===== config.mk =====
export PLATFORM = sky130hd
export DESIGN_NAME = breg_loader
export DESIGN_NICKNAME = d
export VERILOG_FILES = /design/src/rtl/breg_loader.sv
export SDC_FILE = /design/constraint.sdc
export NUM_CORES = 1
export LEC_CHECK = 0
export BUFFER_PORTS_ARGS = -buffer_cell sky130_fd_sc_hd__buf_4
export CORE_MARGIN = 2
export CORE_UTILIZATION = 39
export DETAILED_ROUTE_END_ITERATION = 16
export PLACE_DENSITY = 0.55
export RECOVER_POWER = 25
export SLEW_MARGIN = 20
export SYNTH_ARGS = -nofsm -noshare
export SYNTH_HDL_FRONTEND = slang
export SYNTH_SLANG_ARGS = --single-unit

===== constraint.sdc =====
create_clock -name clk -period 2.2 [get_ports clk]
set_clock_uncertainty 0.05 [all_clocks]
set_input_delay 0.11 -clock clk [delete_from_list [all_inputs] [get_ports clk]]
set_output_delay 0.11 -clock clk [all_outputs]
set_load 0.005 [all_outputs]

===== src/rtl/breg_loader.sv =====
// Byte-stream register-bank loader: packs MSB-first bytes into 32-bit words
// and writes them to ascending addresses 0..NREG-1, one write cycle per word.
module breg_loader #(
  parameter int NREG = 32
) (
  input  logic        clk,
  input  logic        rst,
  input  logic        Start,
  input  logic [7:0]  ByteIn,
  input  logic        ByteValid,
  output logic        ByteReady,
  output logic [4:0]  AW,
  output logic [31:0] Di,
  output logic        RegWrite,
  output logic        Busy,
  output logic        Done
);

  typedef enum logic [1:0] {
    S_IDLE  = 2'd0,
    S_RECV  = 2'd1,
    S_WRITE = 2'd2,
    S_DONE  = 2'd3
  } state_t;

  localparam logic [4:0] LAST_IDX = 5'(NREG - 1);

  state_t      state_q;
  logic [1:0]  byte_cnt_q;
  logic [4:0]  idx_q;
  logic [31:0] word_q;
  logic [4:0]  aw_q;
  logic [31:0] di_q;
  logic        regwrite_q;
  logic        ready_q;
  logic        busy_q;
  logic        done_q;

  logic [31:0] word_d;
  logic        accept_d;

  // The 4th byte goes straight into Di so the write strobe rises on that same edge.
  always_comb begin
    word_d   = {word_q[23:0], ByteIn};
    accept_d = ready_q & ByteValid;
  end

  always_ff @(posedge clk or posedge rst) begin
    if (rst) begin
      state_q    <= S_IDLE;
      byte_cnt_q <= 2'd0;
      idx_q      <= 5'd0;
      word_q     <= 32'd0;
      aw_q       <= 5'd0;
      di_q       <= 32'd0;
      regwrite_q <= 1'b0;
      ready_q    <= 1'b0;
      busy_q     <= 1'b0;
      done_q     <= 1'b0;
    end else begin
      regwrite_q <= 1'b0;
      case (state_q)
        S_IDLE: begin
          if (Start) begin
            state_q    <= S_RECV;
            byte_cnt_q <= 2'd0;
            idx_q      <= 5'd0;
            ready_q    <= 1'b1;
            busy_q     <= 1'b1;
          end
        end
        S_RECV: begin
          if (accept_d) begin
            word_q     <= word_d;
            byte_cnt_q <= byte_cnt_q + 2'd1;
            if (byte_cnt_q == 2'd3) begin
              state_q    <= S_WRITE;
              ready_q    <= 1'b0;
              regwrite_q <= 1'b1;
              aw_q       <= idx_q;
              di_q       <= word_d;
            end
          end
        end
        S_WRITE: begin
          if (idx_q == LAST_IDX) begin
            state_q <= S_DONE;
            busy_q  <= 1'b0;
            done_q  <= 1'b1;
          end else begin
            state_q <= S_RECV;
            idx_q   <= idx_q + 5'd1;
            ready_q <= 1'b1;
          end
        end
        S_DONE: begin
          if (Start) begin
            state_q    <= S_RECV;
            byte_cnt_q <= 2'd0;
            idx_q      <= 5'd0;
            ready_q    <= 1'b1;
            busy_q     <= 1'b1;
            done_q     <= 1'b0;
          end
        end
        default: state_q <= S_IDLE;
      endcase
    end
  end

  assign ByteReady = ready_q;
  assign AW        = aw_q;
  assign Di        = di_q;
  assign RegWrite  = regwrite_q;
  assign Busy      = busy_q;
  assign Done      = done_q;

endmodule

Yosys cells after proc, flatten, opt, wreduce, memory -nomap -nowiden

Index checks and enable logic that the tools add are counted.

$lt $le $gt $ge: 0
Bitwise logic cells: 1
Mux-type cells: 24
Equality and inequality tests: 11
Reduce and logical (&&, ||, !) cells: 13
Div/mod/pow operators: 0
Add/sub/neg operators: 2
Shift operators: 0
Multiply operators: 0

Operator list:

| kind                                                   | count |
|---|---|
| AND reduction 3 bit                                    | 6 |
| 2-to-1 mux 2 bit                                       | 6 |
| 2-to-1 mux 1 bit                                       | 10 |
| 2-to-1 mux 5 bit                                       | 2 |
| inequality test 2 bit (second input constant)          | 5 |
| one-hot mux 5 bit (2 select lines)                     | 1 |
| equality test 2 bit (second input constant)            | 3 |
| one-hot mux 2 bit (3 select lines)                     | 1 |
| nonzero test 2 bit                                     | 3 |
| adder 5 x 1 -> 5 bit (second input constant)           | 1 |
| equality test 5 bit (second input constant)            | 1 |
| one-hot mux 1 bit (2 select lines)                     | 2 |
| one-hot mux 2 bit (2 select lines)                     | 1 |
| AND reduction 4 bit                                    | 1 |
| one-hot mux 1 bit (3 select lines)                     | 1 |
| adder 2 x 1 -> 2 bit (second input constant)           | 1 |
| equality test 2 x 1 -> 1 bit (second input constant)   | 1 |
| logical NOT 2 bit                                      | 1 |
| inequality test 2 x 1 -> 1 bit (second input constant) | 1 |
| AND reduction 2 bit                                    | 1 |
| OR reduction 2 bit                                     | 1 |
| bitwise AND 1 bit                                      | 1 |

Memory bits (read-only): 0
Bits of input ports: 12
Register bits after elaboration: 74
RAM bits: 0
Bits in latches: 0
Output and inout port bits: 41
Memories: 0
Logic and storage cells: 61

Depth between registers and ports, before layout

Gate-level depths: netlist of the first run.

Depth in word-level cells: 4
Depth in mapped cells: 8
Gate-level depth less buffers: 6

Least setup slack after synthesis of the first run

No wires, ideal clock.

Path type: register to register
Start point: reg idx_q[0]
End point: reg ready_q (netlist: ByteReady)
Slack: 0.338 ns
Setup time: 0.121 ns
Cell stages (with the launch flop): 7
Period minus slack after synthesis: 1.862 ns
Data required time: 2.029 ns
Path buffers: 1
Data arrival time: 1.691 ns
Cell sequence: dfrtp_1 > ha_1 > and3_1 > ha_1 > clkbuf_1 > a221o_1 > a22o_1

Cells in the longest elaborated chain, start to end: 3

Ends and longest elaborated chain:

| item                            | RTL line | RTL |
|---|---|---|
| from (decl)                     | 30       | `logic [4:0] idx_q;` |
| from (signal assigned)          | 92       | `idx_q <= idx_q + 5'd1;` |
| equality test 5 bit             | 86       | `if (idx_q == LAST_IDX) begin` |
| inequality test 2 bit (no line) | --       |  |
| AND reduction 4 bit (no line)   | --       |  |
| to (signal assigned)            | 78       | `ready_q <= 1'b0;` |
| to (signal assigned)            | 93       | `ready_q <= 1'b1;` |
| to (signal assigned)            | 101      | `ready_q <= 1'b1;` |
| to (decl)                       | 35       | `logic ready_q;` |

Every way passes these cells.
A chain may end at the register's enable or synchronous reset.

Final worst setup path of the first run

Ends and elaborated chain as after synthesis.

==> reports/results.tsv, run 1 <==
stage	metric	value	unit
clock_network	cts_sinks	74	
global_route	antenna_found_initial	0	
final_layout	n_antenna_cell	0	
timing	rsz0062_at_grt	no	
setup_path	slowest_delay	0.44	ns
clock_network	tritoncts	done	
final_layout	instances_no_fill	432	
final_layout	fin_nets	344	
power	pwr-share-comb	2.6	%
setup_path	worst-r2r-cell-count	5	
synth	postSynthCellCount	257	
power	intPower	1950	uW
hold_path	min_path_cells	4	
final_layout	syn2layout_area_growth	26.2	%
clock_network	path_clk_slew	0.08	ns
setup_path	crit_path_start_kind	register	
power	p_seq_share	53.8	%
detailed_routing	wirelength	6090	um
timing	finalCriticalPeriod	1.91	ns
setup_path	cp_max_fo	10	
synth	synth_edf_count	0	
power	p_switching	572	uW
clock_network	ctsResizeCount	0	
clock_network	cts_hold_buf	10	
status	status	complete, no violations	
timing	finalCritPeriodShare	86.6	%
setup_path	cp.required	2.37	ns
timing	max_freq	525	MHz
setup_path	r2r_setup_slack	0.29	ns
place	finalWeightedCongestion	0.773	
detailed_routing	drcViolationCount	0	
synth	ys_ff_latch	74	
synth	synthFlopType	dfrtp_1	
floorplanning	coreArea	7730	um^2
global_route	grt-ovfl-total	0	
timing	setup_tns	0	ns
hold_path	hp-class	input port to register	
timing	hold_slack	0.179	ns
run	maxCapViolCount	0	
place	place_area	3630	um^2
detailed_routing	first_pass_iters	4	
synth	syn_area	3120	um^2
detailed_routing	detail-route-antenna-nets	0	
timing	worstMarginPinSlew	0.703	ns
floorplanning	die_w	93.4	um
clock_network	htreeDepth	3	
place	pre_cts_slack	0.307	ns
detailed_routing	wl_per_cell	14.1	um
final_layout	postLayoutCellArea	3930	um^2
timing	drv_slew	0	
floorplanning	io_pins	53	
global_route	grt_pass1_wl	10200	um
setup_path	r2r-start	idx_q[0]$_DFFE_PP0P_	
floorplanning	row_count	32	
hold_path	hold_path_startpoint	ByteValid	
timing	setup_slack	0.294	ns
place	placed_cells	406	
final_layout	fillerInstances	697	
timing	finalHoldViolCount	0	
power	irDropWorstVdd	0.251	mV
setup_path	crit_chain	ha_1 > and3_1 > ha_1 > a221o_1 > a22o_1	
setup_path	end_kind	register	
synth	syn_avg_cell_area	12.1	um^2
power	powerDensity	642	nW/um^2
power	leakagePower	0.00213	uW
floorplanning	start_util	40.3	%
clock_network	ctsLongestPathBuffers	2	
synth	synth_nets	276	
synth	yosys.cell_types.count	28	
global_route	track_usage	15.2	%
floorplanning	die_y	93.4	um
place	port_buffers	52	
setup_path	r2r-end	ByteReady$_DFFE_PP0P_	
setup_path	cpMostUsedCell	ha_1	
detailed_routing	drt_iter0_drc	99	
setup_path	crit_slowest_cell	dfrtp_1	
final_layout	drive_gt1_share	34.8	%
clock_network	post_cts_buffers	0	
global_route	grt_max_degree	43	
hold_path	min_to	byte_cnt_q[0]$_DFFE_PP0P_	
timing	finalSetupViolations	0	
power	power.switching_fraction	22.7	%
power	power_frac_clock	43.6	%
clock_network	clk-insertion-delay-late	0.34	ns
synth	ys_seq_area_share	59.4	%
setup_path	crit_type	register to register	
place	hpwl	3860	um
clock_network	cts-root-buf	clkbuf_8	
detailed_routing	vias	2037	
synth	yosysWarningCount	0	
timing	slew_headroom	53.1	%
detailed_routing	via_per_inst	4.72	
global_route	grt_pass1_vias	2080	
synth	async_flop_share	100	%
setup_path	cp_data_arrival_time	2.08	ns
clock_network	numCtsBuffers	9	
floorplanning	die_area	8720	um^2
## worst max-delay path, delay by kind of cell (launching register included)
family / cells / cell delay [ns]
AOI/OAI and AO/OA: 2 / 0.57
adders and majority gates: 2 / 0.55
DFF: 1 / 0.44
and+or+nand+nor: 1 / 0.19
## layout by cell type (no fill, tap or decap), drive strengths merged, types with 3 or more instances in the layout
cell type,count
dfrtp,74
o2bb2ai,5
and3,3
mux2,39
mux2i,3
dlygate4sd3,10
a21oi,7
a22oi,3
o21ai,6
clkbuf,19
ha,7
inv,7
buf,50
nand2,78
## layer usage
layer	part of all wire [%]	wire length, um	global-route usage [%]
met3	4.3	259	3.46
met2	45	2730	22.5
met1	49	3010	21.4
met5	0	0	0
met4	1.4	86	6.62
## registers in the layout, indices dropped and copies added (netlist names)
| register | flops |
|---|---|
| AW | 5 |
| Busy | 1 |
| ByteReady | 1 |
| Di | 32 |
| Done | 1 |
| RegWrite | 1 |
| byte_cnt_q | 2 |
| idx_q | 5 |
| state_q | 2 |
| word_q | 24 |
## cell type report
cell class | count | area, um^2 | area share (%)
clock inverters | 6 | 71.3 | 1.81
clock buffers | 10 | 138 | 3.50
well taps | 102 | 128 | 3.25
multi-input cells | 165 | 1170 | 29.7
repair buffers | 69 | 552 | 14.0
inverters | 6 | 23.8 | 0.605
flip-flops and latches | 74 | 1850 | 47.1
## power by group through the flow
stage                     clock (uW)  combinational, uW  sequential (uW)
after detailed placement           0               54.3             1390
after floorplan                    0               20.9             1390
after global routing            1200               74.8             1360
after CTS                       1130               68.6             1360
final                           1100               65.6             1360
after global placement             0               53.8             1390
## synth_stat cells (3+ instances only)
cell type	instances	area share, %
and3_1	3	0.60
mux2_4	19	9.2
ha_1	7	2.8
buf_6	3	1.1
o21ai_0	6	0.96
mux2_2	20	7.2
a21oi_1	7	1.1
nand2_1	77	9.3
o2bb2ai_1	5	1.4
inv_1	6	0.72
mux2i_1	3	0.96
a22oi_1	3	0.72
clkbuf_1	7	0.84
dfrtp_1	74	59
## worst max path at each step
stage                         start                    end  slack, ns  cells after the start
2_1_floorplan                   rst      AW[0]$_DFFE_PP0P_       0.16                      1
3_3_place_gp   idx_q[0]$_DFFE_PP0P_  ByteReady$_DFFE_PP0P_       0.34                      5
3_5_place_dp   idx_q[0]$_DFFE_PP0P_  ByteReady$_DFFE_PP0P_       0.31                      5
4_1_cts        idx_q[0]$_DFFE_PP0P_  ByteReady$_DFFE_PP0P_       0.29                      5
5_1_grt        idx_q[0]$_DFFE_PP0P_  ByteReady$_DFFE_PP0P_       0.21                      5
6_report       idx_q[0]$_DFFE_PP0P_  ByteReady$_DFFE_PP0P_       0.29                      5
## kinds of logic after synthesis
kind of cell | synth area share [%]
simple gates | 12.0
compound gates | 5.34
mux | 17.3
fa+ha+maj | 2.81
flops | 59.4
buf+inv | 3.05
## through the flow
step                      total power (uW)  util [%]
final                                 2520      50.9
after global routing                  2630      50.9
after detailed placement              1440      46.9
after global placement                1440      46.9
after CTS                             2560      50.9
after floorplan                       1410         -
Note: power is estimated with default switching activity, not from simulation.
==> run 2: changes to the inputs <==
--- a/config.mk
+++ b/config.mk
@@ -11,6 +11,7 @@
 export DETAILED_ROUTE_END_ITERATION = 16
 export PLACE_DENSITY = 0.55
 export RECOVER_POWER = 25
+export SETUP_SLACK_MARGIN = 0.3
 export SLEW_MARGIN = 20
 export SYNTH_ARGS = -nofsm -noshare
 export SYNTH_HDL_FRONTEND = slang
==> run 2 against run 1 <==
Net effect: non-clock buffer count shrank 1; core utilization grew 0.47 points; global-route usage down 0.13 points; setup slack improved by 0.085 ns; combinational power down 1%; first-iteration DRC count shrank 5.1%; clock power grew 5%; final cell count shrank 0.23%; critical path depth did not move; fmax up 4.7%; via count hardly changed; die area unchanged; critical endpoint unchanged; largest power group unchanged; highest routed layer unchanged.
==> reports/results.tsv, run 2 (same netlist as run 1, synthesis figures left out) <==
stage	metric	value	unit	change
detailed_routing	detail-route-antenna-nets	0		unchanged
clock_network	cts_sinks	74		unchanged
timing	max_freq	549	MHz	+4.7%
global_route	track_usage	15.0	%	-0.13 points
final_layout	syn2layout_area_growth	27.4	%	
final_layout	largest_reg_flops	32		unchanged
setup_path	r2r_setup_slack	0.38	ns	+0.08 ns
timing	finalSetupViolations	0		unchanged
floorplanning	row_count	32		unchanged
floorplanning	die_w	93.4	um	unchanged
setup_path	r2r-start	idx_q[0]$_DFFE_PP0P_		
timing	finalHoldViolCount	0		unchanged
final_layout	final_common_cell	nand2_1		
global_route	grt_pass1_vias	2029		-2.5%
timing	finalCriticalPeriod	1.82	ns	-0.0849 ns
power	finalPower	2590	uW	+2.4%
clock_network	path_clk_slew	0.08	ns	about the same
final_layout	layout_common_cells	nand2_1, dfrtp_1, buf_4, clkbuf_4, mux2_2		
floorplanning	die_y	93.4	um	unchanged
timing	drv_slew	0		unchanged
final_layout	finish.utilization	51.4	%	+0.47 points
setup_path	cp_data_arrival_time	2.01	ns	-0.07 ns
timing	rsz0062_at_grt	yes		
floorplanning	start_util	40.3	%	unchanged
clock_network	htreeDepth	3		unchanged
hold_path	hold_path_startpoint	ByteValid		
setup_path	cp_max_fo	10		unchanged
status	status	complete, no violations		
setup_path	crit_type	register to register		
global_route	grt-ovfl-total	0		unchanged
clock_network	numCtsBuffers	9		unchanged
floorplanning	io_pins	53		unchanged
clock_network	ctsLongestPathBuffers	2		unchanged
clock_network	cts-root-buf	clkbuf_8		
run	maxCapViolCount	0		unchanged
setup_path	crit_path_start_kind	register		
detailed_routing	wl_per_cell	14.1	um	+0.18%
timing	slew_headroom	28.9	%	-24 points
detailed_routing	wirelength	6080	um	about the same
detailed_routing	first_pass_iters	4		unchanged
place	finalWeightedCongestion	0.756		-2.3%
timing	setup_slack	0.379	ns	+0.0849 ns
clock_network	post_cts_buffers	0		unchanged
timing	finalCritPeriodShare	82.8	%	-3.9 points
hold_path	min_path_cells	4		unchanged
global_route	antenna_found_initial	0		unchanged
hold_path	hp-class	input port to register		
final_layout	fin_nets	343		-0.29%
setup_path	cp.required	2.39	ns	+0.02 ns
floorplanning	coreArea	7730	um^2	unchanged
hold_path	min_to	byte_cnt_q[1]$_DFFE_PP0P_		
timing	setup_tns	0	ns	unchanged
global_route	grt_max_degree	53		+23%
final_layout	fillerInstances	690		-1.0%
final_layout	n_antenna_cell	0		unchanged
detailed_routing	vias	2038		+0.049%
detailed_routing	drt_iter0_drc	94		-5.1%
final_layout	drive_gt1_share	35.0	%	+0.11 points
place	pre_cts_slack	0.302	ns	-0.00465 ns
power	leakagePower	0.00215	uW	+0.65%
setup_path	worst-r2r-cell-count	5		unchanged
setup_path	end_kind	register		
place	hpwl	3990	um	+3.2%
clock_network	tritoncts	done		
timing	worstMarginPinSlew	1.06	ns	+0.357 ns
place	port_buffers	52		unchanged
floorplanning	die_area	8720	um^2	unchanged
clock_network	clk-insertion-delay-late	0.35	ns	about the same
power	powerDensity	652	nW/um^2	+1.5%
detailed_routing	via_per_inst	4.73		+0.28%
setup_path	r2r-end	ByteReady$_DFFE_PP0P_		
detailed_routing	drcViolationCount	0		unchanged
global_route	grt_pass1_wl	9890	um	-3.4%
timing	hold_slack	0.168	ns	-0.0105 ns
power	irDropWorstVdd	0.269	mV	+7.3%
-- run 2: worst max-delay path, cell delays in order (launching register included) --
cell,delay (ns)
dfrtp_1,0.44
ha_1,0.25
and3_1,0.19
ha_2,0.24
a221o_1,0.32
a22o_1,0.22
-- run 2: timing repair --
action,in CTS,in global routing
hold endpoints to repair,39,0
hold buffers,10,0
endpoints found under the setup margin,1,32
resized for setup,1,2
-- run 2: final cells by class --
| cell class | count | area [um^2] | share of cell area [%] |
|---|---|---|---|
| flip-flops and latches | 74 | 1850 | 46.7 |
| multi-input cells | 165 | 1180 | 29.7 |
| repair buffers | 68 | 569 | 14.3 |
| clock buffers | 10 | 128 | 3.22 |
| well taps | 102 | 128 | 3.22 |
| clock inverters | 6 | 90.1 | 2.27 |
| inverters | 6 | 23.8 | 0.599 |
-- run 2: layer usage --
metal | track usage (%) | vias to the layer above | wire, um
li1 | - | 995 | -
met1 | 19.9 | 989 | 3010
met2 | 22.3 | 43 | 2690
met3 | 4.43 | 11 | 229
met4 | 7.84 | 0 | 151
met5 | 0 | - | 0
-- run 2: where the power goes --
| group | internal, uW | leakage (uW) | total (uW) | switching (uW) |
|---|---|---|---|---|
| logic | 28.7 | 0.00104 | 64.8 | 36.2 |
| clock network | 643 | 0.000107 | 1160 | 519 |
| registers | 1360 | 0.000998 | 1360 | 0 |
-- run 2: worst max path at each step --
stage / start / end / slack [ns] / cells after the start
6_report: idx_q[0]$_DFFE_PP0P_ / ByteReady$_DFFE_PP0P_ / 0.38 / 5
5_1_grt: state_q[0]$_DFFE_PP0P_ / state_q[1]$_DFFE_PP0P_ / 0.29 / 5
4_1_cts: state_q[1]$_DFFE_PP0P_ / Di[13]$_DFFE_PP0P_ / 0.33 / 6
3_5_place_dp: idx_q[0]$_DFFE_PP0P_ / ByteReady$_DFFE_PP0P_ / 0.30 / 5
3_3_place_gp: idx_q[1]$_DFFE_PP0P_ / ByteReady$_DFFE_PP0P_ / 0.35 / 5
2_1_floorplan: idx_q[0]$_DFFE_PP0P_ / ByteReady$_DFFE_PP0P_ / 0.34 / 6
-- run 2: metrics by stage --
step,instances,area [um^2]
floorplan,257,3120
global placement,405,3650
detailed placement,405,3650
CTS,431,3970
global route,431,3970
finish,431,3970
==> run 3: changes to the inputs <==
--- a/config.mk
+++ b/config.mk
@@ -5,11 +5,12 @@
 export SDC_FILE = /design/constraint.sdc
 export NUM_CORES = 1
 export LEC_CHECK = 0
+export ABC_AREA = 1
 export BUFFER_PORTS_ARGS = -buffer_cell sky130_fd_sc_hd__buf_4
 export CORE_MARGIN = 2
 export CORE_UTILIZATION = 39
 export DETAILED_ROUTE_END_ITERATION = 16
-export PLACE_DENSITY = 0.55
+export PLACE_DENSITY = 0.57
 export RECOVER_POWER = 25
 export SETUP_SLACK_MARGIN = 0.3
 export SLEW_MARGIN = 20
==> constraint.sdc (replaced) <==
create_clock -name clk -period 1.51 [get_ports clk]
set_clock_uncertainty 0.05 [all_clocks]
set_input_delay 0.0755 -clock clk [delete_from_list [all_inputs] [get_ports clk]]
set_output_delay 0.0755 -clock clk [all_outputs]
set_load 0.005 [all_outputs]
==> run 3 against run 2 <==
Net effect: the flow now finishes with violations (negative setup slack); fmax up 13%; first-iteration DRC count grew 64%; register-to-register slack got worse by 0.48 ns; largest cell class unchanged; clock-buffer cell count is 1 lower; sequential share of layout area down 11 points.
==> reports/results.tsv, run 3 <==
stage	metric	value	unit	change
run	maxCapViolCount	0		unchanged
global_route	grt_max_degree	39		-26%
setup_path	cp.required	1.69	ns	-0.70 ns
final_layout	syn2layout_area_growth	74.4	%	
floorplanning	io_pins	53		unchanged
clock_network	tritoncts	done		
setup_path	cp_max_fo	5		-5
final_layout	n_antenna_cell	0		unchanged
synth	yosysWarningCount	0		unchanged
synth	syn_area	2990	um^2	-4.0%
power	power_frac_clock	22.9	%	-22 points
status	status	complete, but fails checks		
timing	worstMarginPinSlew	0.892	ns	-0.168 ns
timing	slew_headroom	40.2	%	+11 points
final_layout	seqCellArea	1850	um^2	about the same
power	p_seq_share	37.9	%	-15 points
synth	synth_top_cell_area_share	61.9	%	+2.5 points
clock_network	clk-insertion-delay-late	0.36	ns	about the same
floorplanning	row_count	31		-3.1%
synth	ys_seq_area_share	61.9	%	+2.5 points
clock_network	path_clk_slew	0.08	ns	about the same
power	irDropWorstVdd	1.23	mV	+360%
power	pwr-share-comb	39.3	%	+37 points
power	intPower	4420	uW	+120%
global_route	grt_pass1_wl	12900	um	+31%
global_route	grt-ovfl-total	0		unchanged
floorplanning	die_y	91.6	um	-1.9%
detailed_routing	wl_per_cell	18.3	um	+30%
floorplanning	coreArea	7330	um^2	-5.1%
setup_path	end_kind	register		
detailed_routing	first_pass_iters	4		unchanged
place	finalWeightedCongestion	0.718		-5.0%
setup_path	cp_data_arrival_time	1.79	ns	-0.22 ns
floorplanning	start_util	40.8	%	+0.49 points
final_layout	fin_nets	450		+31%
global_route	antenna_found_initial	0		unchanged
timing	finalCritPeriodShare	107	%	+24 points
synth	synthFlopType	dfrtp_1		
setup_path	crit_type	register to register		
power	p_switching	2780	uW	+400%
power	powerDensity	1380	nW/um^2	+110%
timing	setup_slack	-0.104	ns	-0.483 ns
timing	finalSetupViolations	29		+29
clock_network	ctsLongestPathBuffers	2		unchanged
floorplanning	die_area	8390	um^2	-3.8%
synth	yosys.cell_types.count	23		-18%
synth	postSynthCellCount	316		+23%
synth	synth.area.top_cells	dfrtp_1, nand2_1, o21ai_0		
clock_network	cts-root-buf	clkbuf_8		
place	place_area	3570	um^2	-2.0%
timing	rsz0062_at_grt	yes		
power	finalPower	7190	uW	+180%
final_layout	multi_input_area	1580	um^2	+34%
synth	async_flop_share	100	%	unchanged
timing	setup_tns	-0.993	ns	-0.993 ns
detailed_routing	drcViolationCount	0		unchanged
setup_path	crit_path_start_kind	register		
final_layout	largest_reg_flops	32		unchanged
synth	synth_nets	335		+21%
final_layout	fillerInstances	489		-29%
synth	yosys-top-cells-count	nand2_1, dfrtp_1, o21ai_0, inv_1, o21ai_1		
floorplanning	die_w	91.6	um	-1.9%
power	power.switching_fraction	38.6	%	+17 points
final_layout	drive_gt1_share	58.9	%	+24 points
synth	yosysTopAreaCell	dfrtp_1		
detailed_routing	wirelength	9800	um	+61%
timing	hold_slack	0.0296	ns	-0.139 ns
place	port_buffers	52		unchanged
clock_network	htreeDepth	3		unchanged
timing	max_freq	620	MHz	+13%
timing	finalHoldViolCount	0		unchanged
setup_path	r2r_setup_slack	-0.10	ns	-0.48 ns
final_layout	layout_common_cells	dfrtp_1, buf_4, nand2_4, nand2_1, o21ai_2		
synth	ys_ff_latch	74		unchanged
status	violations	negative setup slack		
synth	synth_edf_count	0		unchanged
timing	finalCriticalPeriod	1.61	ns	-0.207 ns
place	hpwl	4150	um	+4.1%
detailed_routing	vias	2702		+33%
clock_network	cts_sinks	74		unchanged
detailed_routing	drt_iter0_drc	154		+64%
global_route	grt_pass1_vias	2542		+25%
global_route	track_usage	20.0	%	+5.0 points
timing	drv_slew	0		unchanged
clock_network	numCtsBuffers	9		unchanged
detailed_routing	via_per_inst	5.05		+6.8%
detailed_routing	detail-route-antenna-nets	0		unchanged
final_layout	postLayoutCellArea	5220	um^2	+31%
synth	syn_avg_cell_area	9.47	um^2	-22%
synth	post-synth-top-count-cell	nand2_1		
power	leakagePower	0.00263	uW	+23%
final_layout	final_common_cell	dfrtp_1		
hold_path	hp-class	input port to register		
## run 3: cell count changes in the layout (fill, tap and decap cells not counted), sizes merged, moves of 22 or more
| cell | change |
|---|---|
| mux2 | -39 |
| nand2 | +38 |
| inv | +28 |
| o21ai | +53 |
| clkbuf | -22 |
| buf | +65 |
## run 3: layout make-up
cell class | instances | area share [%]
flip-flops and latches | 74 | 35.5
multi-input cells | 200 | 30.3
repair buffers | 111 | 24.2
inverters | 31 | 2.78
clock buffers | 9 | 2.37
well taps | 99 | 2.37
clock inverters | 7 | 1.56
repair inverters | 4 | 0.959
## run 3: cells by family after synthesis
family	Yosys count	share of synthesized area, %
buffers and inverters	42	6.57
DFF	74	61.9
AOI/OAI and AO/OA	62	10.9
adders and majority gates	7	2.93
and+or+nand+nor	131	17.7
## run 3: critical path: stages (launching register included)
cell and delay [ns]:
dfrtp_1 0.40, ha_2 0.21, nand2_2 0.10, nor2_4 0.04
ha_4 0.17, nand2_4 0.08, o211ai_1 0.21, nand2_1 0.15
o21ai_1 0.07
## run 3: layer usage
layer,global-route usage [%],routed length [um],vias up
met5,0,0,-
li1,-,-,1244
met1,26.8,3960,1356
met4,9.09,375,0
met3,2.66,339,25
met2,32.4,5120,77
## run 3: what timing repair did
action	CTS	global route
buffers inserted	20	8
endpoints found under the hold margin	33	0
resized for setup	108	131
hold buffers	9	0
gates cloned	10	7
pin swaps	27	32
setup endpoints to repair	74	74
## run 3: power by group through the flow
stage                     logic [uW]  registers (uW)  clock network (uW)
after floorplan                 1180            2660                   0
after global placement          1600            2670                   0
after detailed placement        1610            2680                   0
after CTS                       2060            2640                1630
after global routing            3030            2770                1740
final                           2820            2720                1640
## run 3: path summary, 6_finish.rpt
| path | from | end | cells past startpoint |
|---|---|---|---|
| worst min register to register | word_q[17]$_DFFE_PP0P_ | Di[25]$_DFFE_PP0P_ | 2 |
| worst max-delay path | idx_q[0]$_DFFE_PP0P_ | idx_q[2]$_DFFE_PP0P_ | 8 |
| worst max register to register | idx_q[0]$_DFFE_PP0P_ | idx_q[2]$_DFFE_PP0P_ | 8 |
| min in group asynchronous | rst | AW[2]$_DFFE_PP0P_ | 3 |
| worst min-delay path | Start | Done$_DFFE_PP0P_ | 4 |
| max in group asynchronous | rst | byte_cnt_q[0]$_DFFE_PP0P_ | 4 |
## run 3: metrics by stage
| stage | std cells | utilization (%) | setup WS [ns] |
|---|---|---|---|
| floorplan | 316 | - | 0.0705 |
| global placement | 465 | 48.8 | 0.0110 |
| detailed placement | 465 | 48.8 | -0.0287 |
| CTS | 520 | 62.5 | -0.0187 |
| global route | 535 | 71.2 | -0.152 |
| finish | 535 | 71.2 | -0.104 |
